$ cat config.mk
export PLATFORM = sky130hd
export DESIGN_NAME = psr_cond_unit
export DESIGN_NICKNAME = d
export VERILOG_FILES = /design/src/rtl/cpu_pkg.sv /design/src/rtl/cond_eval.sv /design/src/rtl/psr_cond_unit.sv
export SDC_FILE = /design/constraint.sdc
export NUM_CORES = 1
export LEC_CHECK = 0
export ABC_AREA = 1
export BUFFER_PORTS_ARGS = -buffer_cell sky130_fd_sc_hd__buf_2
export CORE_MARGIN = 5
export CORE_UTILIZATION = 45
export DETAILED_ROUTE_END_ITERATION = 8
export PLACE_DENSITY = 0.75
export SLEW_MARGIN = 40
export SYNTH_ARGS = -nofsm -noshare
export SYNTH_HDL_FRONTEND = slang
export SYNTH_SLANG_ARGS = --single-unit
$ cat constraint.sdc
create_clock -name clk -period 0.87 [get_ports clk]
set_input_delay 0 -clock clk [delete_from_list [all_inputs] [get_ports clk]]
set_output_delay 0 -clock clk [all_outputs]
set_load 0.01 [all_outputs]
$ cat src/rtl/cpu_pkg.sv
// Shared CPU definitions: PSR bit layout, writable-bit mask, condition codes
// and small helpers for moving the {C,L,F,Z,N} flag vector in and out of the PSR.
package cpu_pkg;

    localparam int PSR_C  = 0;
    localparam int PSR_L  = 2;
    localparam int PSR_F  = 5;
    localparam int PSR_Z  = 6;
    localparam int PSR_N  = 7;
    localparam int PSR_IE = 9;

    localparam logic [15:0] PSR_WMASK = 16'h02E5;

    typedef enum logic [3:0] {
        COND_EQ = 4'h0,
        COND_NE = 4'h1,
        COND_CS = 4'h2,
        COND_CC = 4'h3,
        COND_HI = 4'h4,
        COND_LS = 4'h5,
        COND_GT = 4'h6,
        COND_LE = 4'h7,
        COND_FS = 4'h8,
        COND_FC = 4'h9,
        COND_LO = 4'hA,
        COND_HS = 4'hB,
        COND_LT = 4'hC,
        COND_GE = 4'hD,
        COND_UC = 4'hE,
        COND_NV = 4'hF
    } cond_e;

    // Flag vector order is {C,L,F,Z,N}, matching the ALU output.
    function automatic logic [4:0] psr_flags(input logic [15:0] psr);
        return {psr[PSR_C], psr[PSR_L], psr[PSR_F], psr[PSR_Z], psr[PSR_N]};
    endfunction

    function automatic logic [15:0] merge_flags(input logic [15:0] psr,
                                                input logic [4:0]  flags,
                                                input logic [4:0]  mask);
        logic [15:0] r;
        r        = psr;
        r[PSR_C] = mask[4] ? flags[4] : psr[PSR_C];
        r[PSR_L] = mask[3] ? flags[3] : psr[PSR_L];
        r[PSR_F] = mask[2] ? flags[2] : psr[PSR_F];
        r[PSR_Z] = mask[1] ? flags[1] : psr[PSR_Z];
        r[PSR_N] = mask[0] ? flags[0] : psr[PSR_N];
        return r;
    endfunction

endpackage

$ cat src/rtl/cond_eval.sv
// Combinational branch-condition evaluator over the {C,L,F,Z,N} flag vector.
// Shared with the decoder's static branch predictor.
module cond_eval
    import cpu_pkg::*;
(
    input  logic [3:0] cond,
    input  logic [4:0] flags,
    output logic       take
);

    logic c_s, l_s, f_s, z_s, n_s;

    assign {c_s, l_s, f_s, z_s, n_s} = flags;

    // Condition table lookup
    always_comb begin
        take = 1'b0;
        case (cond)
            COND_EQ: take = z_s;
            COND_NE: take = !z_s;
            COND_CS: take = c_s;
            COND_CC: take = !c_s;
            COND_HI: take = !l_s && !z_s;
            COND_LS: take = l_s || z_s;
            COND_GT: take = !n_s && !z_s;
            COND_LE: take = n_s || z_s;
            COND_FS: take = f_s;
            COND_FC: take = !f_s;
            COND_LO: take = l_s;
            COND_HS: take = !l_s;
            COND_LT: take = n_s;
            COND_GE: take = !n_s;
            COND_UC: take = 1'b1;
            COND_NV: take = 1'b0;
            default: take = 1'b0;
        endcase
    end

endmodule

$ cat src/rtl/psr_cond_unit.sv
// Processor status register with prioritised writes, one-deep interrupt shadow,
// and condition evaluation that can see same-cycle flag writes.
module psr_cond_unit
    import cpu_pkg::*;
#(
    parameter int BYPASS = 1,
    parameter int PSR_W  = 16
) (
    input  logic             clk,
    input  logic             reset,
    input  logic             flag_we,
    input  logic [4:0]       flags_in,
    input  logic [4:0]       flag_mask,
    input  logic             psr_we,
    input  logic [PSR_W-1:0] psr_wdata,
    input  logic             irq_save,
    input  logic             irq_restore,
    input  logic [3:0]       cond,
    output logic             take,
    output logic [PSR_W-1:0] psr_q,
    output logic             ie
);

    logic [15:0] psr_r;
    logic [15:0] shadow_r;
    logic [15:0] psr_nosave_s;
    logic [15:0] psr_next_s;
    logic [15:0] shadow_next_s;
    logic        flag_wins_s;
    logic [4:0]  eval_flags_s;

    assign flag_wins_s = flag_we && !psr_we && !irq_restore;

    // Priority restore > software write > flag write; losers are dropped.
    always_comb begin
        psr_nosave_s = psr_r;
        if (irq_restore) begin
            psr_nosave_s = shadow_r;
        end else if (psr_we) begin
            psr_nosave_s = psr_wdata & PSR_WMASK;
        end else if (flag_we) begin
            psr_nosave_s = merge_flags(psr_r, flags_in, flag_mask);
        end else begin
            psr_nosave_s = psr_r;
        end
    end

    // Interrupt entry snapshots the post-write PSR, then clears IE; restore wins over save.
    always_comb begin
        psr_next_s    = psr_nosave_s;
        shadow_next_s = shadow_r;
        if (irq_save && !irq_restore) begin
            shadow_next_s      = psr_nosave_s;
            psr_next_s[PSR_IE] = 1'b0;
        end else begin
            shadow_next_s = shadow_r;
        end
    end

    // PSR and shadow state
    always_ff @(posedge clk or posedge reset) begin
        if (reset) begin
            psr_r    <= 16'h0000;
            shadow_r <= 16'h0000;
        end else begin
            psr_r    <= psr_next_s;
            shadow_r <= shadow_next_s;
        end
    end

    // Flags seen by the evaluator, optionally forwarding a winning flag write
    always_comb begin
        eval_flags_s = psr_flags(psr_r);
        if ((BYPASS != 0) && flag_wins_s) begin
            eval_flags_s = (flags_in & flag_mask) | (psr_flags(psr_r) & ~flag_mask);
        end else begin
            eval_flags_s = psr_flags(psr_r);
        end
    end

    cond_eval u_cond_eval (
        .cond  (cond),
        .flags (eval_flags_s),
        .take  (take)
    );

    assign psr_q = psr_r;
    assign ie    = psr_r[PSR_IE];

endmodule

# After elaboration in Yosys (flattened, before gate mapping)
# Index checks and enable logic that the tools add are counted.
# totals
word_cells	47
out_inout_bits	18
register_bits	32
# classes
eq_ne	15
n_reduce_logical	15
bitwise	4
mux	11
# op_table
cell	n
$eq A4 B4 Y1 const B	8
$mux W16	2
$eq A4 B3 Y1 const B	4
$pmux W1 S16	1
$and A5 B5 Y5	2
$eq A4 B2 Y1 const B	2
$mux W8	1
$logic_not A1 Y1	7
$mux W1	6
$logic_and A1 B1 Y1	5
$mux W5	1
$not A5 Y5	1
$or A5 B5 Y5	1
$eq A4 B1 Y1 const B	1
$logic_not A4 Y1	1
$logic_or A1 B1 Y1	2

# Logic depth before layout (Yosys ltp)
# logic_depth
ltp_word	7
ltp_mapped	11

# Cells and area by module
# Synthesis repeated with hierarchy kept, for this count alone.
# unflattened
cells_unflattened	230
hier_area_um2	1667.8
# modules_own_cells
mod	seq_area_each_um2	area_per_inst_um2	n_inst	cells_per_inst
psr_cond_unit	800.8	1487.7	1	189
cond_eval	0.0	180.2	1	41

# Worst setup path after synthesis
# No wires, ideal clock.
# synth_timing
path_kind	register -> output
from	reg psr_r[7] (netlist: psr_q[7])
to	out take
t_required_ps	870
path_buffers	0
arrival_ps	1081
path_stages_with_launch	9
slack_ps	-211
path_cell_list	dfrtp_1 inv_1 nand2_1 nand2_1 nand2_1 a22oi_1 nor2_1 nor2_1 nand3_1
# synth_via
elab_chain_cells	6
# synth_rtl
item	line	text
start: declaration	psr_cond_unit.sv:24	logic [15:0] psr_r;
start signal: assignment	psr_cond_unit.sv:66	psr_r <= psr_next_s;
$and A5 B5 Y5	psr_cond_unit.sv:75	eval_flags_s = (flags_in & flag_mask) | (psr_flags(psr_r) & ~flag_mask);
$or A5 B5 Y5	psr_cond_unit.sv:75	
$mux W5 (*)	psr_cond_unit.sv:74	if ((BYPASS != 0) && flag_wins_s) begin
$logic_not A1 Y1	cond_eval.sv:25, cond_eval.sv:32	
$logic_and A1 B1 Y1	cond_eval.sv:25	COND_GT: take = !n_s && !z_s;
$pmux W1 S16 (*)	cond_eval.sv:18	case (cond)
end: declaration	psr_cond_unit.sv:19	output logic take,
# Mark *: on every way between the ends. The rest lies on a longest branch, timed or not.

# Worst setup path in the final report
# Same ends and word-level chain as after synthesis.

==> tab_implementation.tex <==
\begin{tabular}{lr}
\hline
Metric & Value \\
\hline
\multicolumn{2}{l}{\textbf{Run status}} \\
Result of the run & finished, violations left \\
Violated checks & hold timing, setup timing \\
\multicolumn{2}{l}{\textbf{Die}} \\
Die ar. & 5110 sq um \\
Starting density of the core & 0.464 \\
Number of placed I/O pins & 54 \\
Die Width & 71.5 um \\
Floorplan die height & 71.5 um \\
Placeable core region & 3660 sq um \\
Number of placement rows & 22 \\
\multicolumn{2}{l}{\textbf{Finish}} \\
Number of nets in the finished design & 355 \\
Area occupied by multi-input gates & 832 sq um \\
Number of filler instances in the final layout & 287 \\
Antenna diode instance count & 0 \\
Layout-stage area growth over the synthesis result & 45.8\% \\
Area taken by flip-flops and latches & 801 sq um \\
Fraction of layout cells with a size suffix above 1 & 0.344 \\
Post-route core utilization & 0.677 \\
\multicolumn{2}{l}{\textbf{Clock tree}} \\
Htree depth & 2 \\
Max Buffers Root-to-Sink & 2 \\
Clock transition at the register clock pins on the worst setup and hold paths after CTS & 0.07 ns \\
Total CTS buffers & 5 \\
Root buf cell & sky130\_fd\_sc\_hd\_\_clkbuf\_8 \\
Clk Latency, worst-skew pair & 0.28 ns \\
Sink count of the clock tree & 32 \\
Cts-stage hold buffer count & 1 \\
Clock tree from TritonCTS & yes \\
\multicolumn{2}{l}{\textbf{Power and ir drop}} \\
Power Density & 1630 nW/um\^{}2 \\
Worst vdd rail ir drop & 1.24 mV \\
LEAKAGE & 0.00139 uW \\
\multicolumn{2}{l}{\textbf{Critical path}} \\
Data arrival time at the worst-slack endpoint & 1.59 ns \\
Data required time at the worst endpoint & 0.87 ns \\
Critical path start-end classification & flop to primary output \\
Crit Path Max Fanout & 4 \\
Cells traversed along the worst timing path & inv\_2, nand2\_2, nand2\_2, nand2\_2, nand3\_1, nand3\_1, nand2\_1, nand2\_1, inv\_1, nand3\_1, buf\_2 \\
Nature of the critical path endpoint & primary output \\
Kind of cell with the highest combined delay on the critical path & simple AND/OR/NAND/NOR gates \\
Maximum single-stage delay on the critical path & 0.40 ns \\
Combined buffer and inverter count along the critical path & 3 \\
Type of origin of the critical path & flop \\
Crit path max-delay cell type & sky130\_fd\_sc\_hd\_\_dfrtp\_1 \\
\multicolumn{2}{l}{\textbf{Detailed routing}} \\
Routed wirelength normalized by instance count & 12.0 um \\
Pre-Repair DR Iteration Count & 4 \\
Vias & 1809 \\
Number of vias per cell & 4.92 \\
Initial DRC Count & 138 \\
ANT nets after route & 0 \\
DRT Wirelength & 4.41 mm \\
DRC violation count after routing & 0 \\
\multicolumn{2}{l}{\textbf{Timing}} \\
Smallest setup slack after layout & -0.719 ns \\
Final Cycle Share & 1.83 \\
Max Freq & 629 MHz \\
Worst slew pin tran & 0.337 ns \\
Slew headroom & 0.775 \\
Final Max Slew Viols & 0 \\
Setup violators final & 16 \\
Shortest period the worst path allows & 1.59 ns \\
Worst hold slack & -0.00514 ns \\
RSZ-0062 raised after global routing & yes \\
Count of final hold-check violations & 2 \\
Post-route clock skew & 0.00618 ns \\
\multicolumn{2}{l}{\textbf{Synthesis}} \\
Post-synth design cell area & 1700 sq um \\
Gate count of the mapped netlist & 239 \\
Area share of the leading cell type in the synthesized netlist & 0.471 \\
Register area share after synthesis & 0.471 \\
EDFF count, synth & 0 \\
Register bit total from synthesis & 32 \\
Post-synthesis async set-or-reset flop share & 1.00 \\
Number of warning messages in the yosys log & 0 \\
Dominant cell type by area after synthesis & sky130\_fd\_sc\_hd\_\_dfrtp\_1 \\
Most frequent cell after synthesis & sky130\_fd\_sc\_hd\_\_nand2\_1 \\
Mean instance size in the synthesized netlist & 7.11 sq um \\
Most area-consuming cells after synthesis & sky130\_fd\_sc\_hd\_\_dfrtp\_1 (47\%), sky130\_fd\_sc\_hd\_\_nand2\_1 (24\%), sky130\_fd\_sc\_hd\_\_inv\_1 (6.0\%) \\
Yosys cell types & 23 \\
Most numerous cell types in the synthesized netlist & sky130\_fd\_sc\_hd\_\_nand2\_1 (109), sky130\_fd\_sc\_hd\_\_dfrtp\_1 (32), sky130\_fd\_sc\_hd\_\_inv\_1 (27), sky130\_fd\_sc\_hd\_\_nor2\_1 (15), sky130\_fd\_sc\_hd\_\_o21ai\_0 (14) \\
Flip-flop cell with the highest count after synthesis & sky130\_fd\_sc\_hd\_\_dfrtp\_1 \\
Total nets after synthesis & 275 \\
\multicolumn{2}{l}{\textbf{GRT}} \\
Via count of the first global-routing pass & 1775 \\
Maximum number of pins on one net before global-route repair & 33 \\
GRT overflow & 0 \\
Total global-route track usage & 0.174 \\
Wire length of the first global-routing pass & 7.31 mm \\
Antenna violations before repair & 0 \\
\multicolumn{2}{l}{\textbf{Placement}} \\
Estimated wirelength of the detail-placed design & 3.17 mm \\
Input/output buffers & 43 \\
GP Congestion & 0.928 \\
Worst setup slack before clock tree synthesis & -0.360 ns \\
\multicolumn{2}{l}{\textbf{Run}} \\
Max-cap violation count & 0 \\
\multicolumn{2}{l}{\textbf{Worst hold path}} \\
Class of the tightest hold or removal check & primary input to flop \\
\hline
\end{tabular}
-- worst paths after layout --
| check | start | to | slack, ns | depth (start not counted) |
|---|---|---|---|---|
| max | psr_q[7] | take | -0.72 | 11 |
| min | psr_wdata[2] | psr_q[2] | -0.005 | 3 |
| max reg2reg | psr_q[5] | psr_q[5] | -0.23 | 6 |
| min reg2reg | shadow_r[0] | psr_q[0] | 0.48 | 1 |
| max in group asynchronous | reset | shadow_r[11] | 0.41 | 4 |
| min in group asynchronous | reset | shadow_r[14] | 0.29 | 4 |
-- stage by stage --
step           hold slack, ns  TNS, ns  instances  total power, uW  instance area, sq um
5_1_grt               -0.0224    -3.25        368             4250                  2480
3_5_place_dp           0.0521    -3.63        356             2440                  2200
4_1_cts               -0.0256    -2.69        368             3960                  2410
2_1_floorplan           0.116   -0.570        239             2060                  1700
6_report             -0.00514    -2.45        368             4030                  2480
3_3_place_gp           0.0498    -3.16        356             2430                  2200
-- cell families after synthesis --
kind of cell / synth area share
flops: 0.471
mux: 0.00589
compound gates: 0.104
simple gates: 0.335
buf+inv: 0.0839
-- cells in the final DEF, fill, tap and decap left out, types with 3 or more instances in the layout --
cell type | synthesis | routed
sky130_fd_sc_hd__nand2_2 | 1 | 9
sky130_fd_sc_hd__inv_1 | 27 | 24
sky130_fd_sc_hd__nor2_2 | 2 | 3
sky130_fd_sc_hd__buf_6 | 0 | 14
sky130_fd_sc_hd__clkbuf_8 | 0 | 5
sky130_fd_sc_hd__nor2_1 | 15 | 14
sky130_fd_sc_hd__o21ai_0 | 14 | 12
sky130_fd_sc_hd__nand2_1 | 109 | 101
sky130_fd_sc_hd__inv_2 | 1 | 4
sky130_fd_sc_hd__o211ai_1 | 3 | 3
sky130_fd_sc_hd__buf_4 | 2 | 25
sky130_fd_sc_hd__dfrtp_1 | 32 | 32
sky130_fd_sc_hd__buf_2 | 3 | 38
sky130_fd_sc_hd__nand3_1 | 12 | 12
sky130_fd_sc_hd__a22oi_1 | 5 | 3
-- routing by layer --
| layer | share of wire | wire, um | global-route usage | vias up |
|---|---|---|---|---|
| met2 | 0.47 | 2050 | 0.283 | 63 |
| met1 | 0.45 | 1980 | 0.231 | 837 |
| met3 | 0.073 | 323 | 0.0519 | 5 |
| li1 | - | - | - | 904 |
| met4 | 0.012 | 51 | 0.0334 | 0 |
| met5 | 0 | 0 | 0 | - |
-- layout make-up --
cell class | count | share of cell area
Multi-Input combinational cell | 172 | 0.336
Clock buffer | 5 | 0.0278
Tap cell | 48 | 0.0242
Sequential cell | 32 | 0.323
Timing Repair Buffer | 79 | 0.228
Inverter | 29 | 0.0439
Clock inverter | 3 | 0.0172
-- report_power, final --
part           leakage, uW  internal, uW  switching, uW  total, uW
Combinational     0.000911           488            499        986
Sequential        0.000429          1570           59.9       1630
Clock            0.0000541           847            567       1410
-- registers in the layout, summed over array words and instances, names as in the netlist --
name / count
psr_q: 16
shadow_r: 16
-- worst reg2reg max path: cells and delay by family (launching register included) --
family          cells  cell delay, ns
buf+inv             2            0.27
simple gates        3            0.22
compound gates      1            0.11
flops               1            0.40
-- repair_timing --
item,in CTS,in global routing
pin swaps,4,9
setup buffers,6,5
hold endpoints to repair,34,1
resized for setup,15,20
gates cloned,0,0
setup endpoints to repair,16,18
No activity file was read; power rests on OpenSTA's default activity.
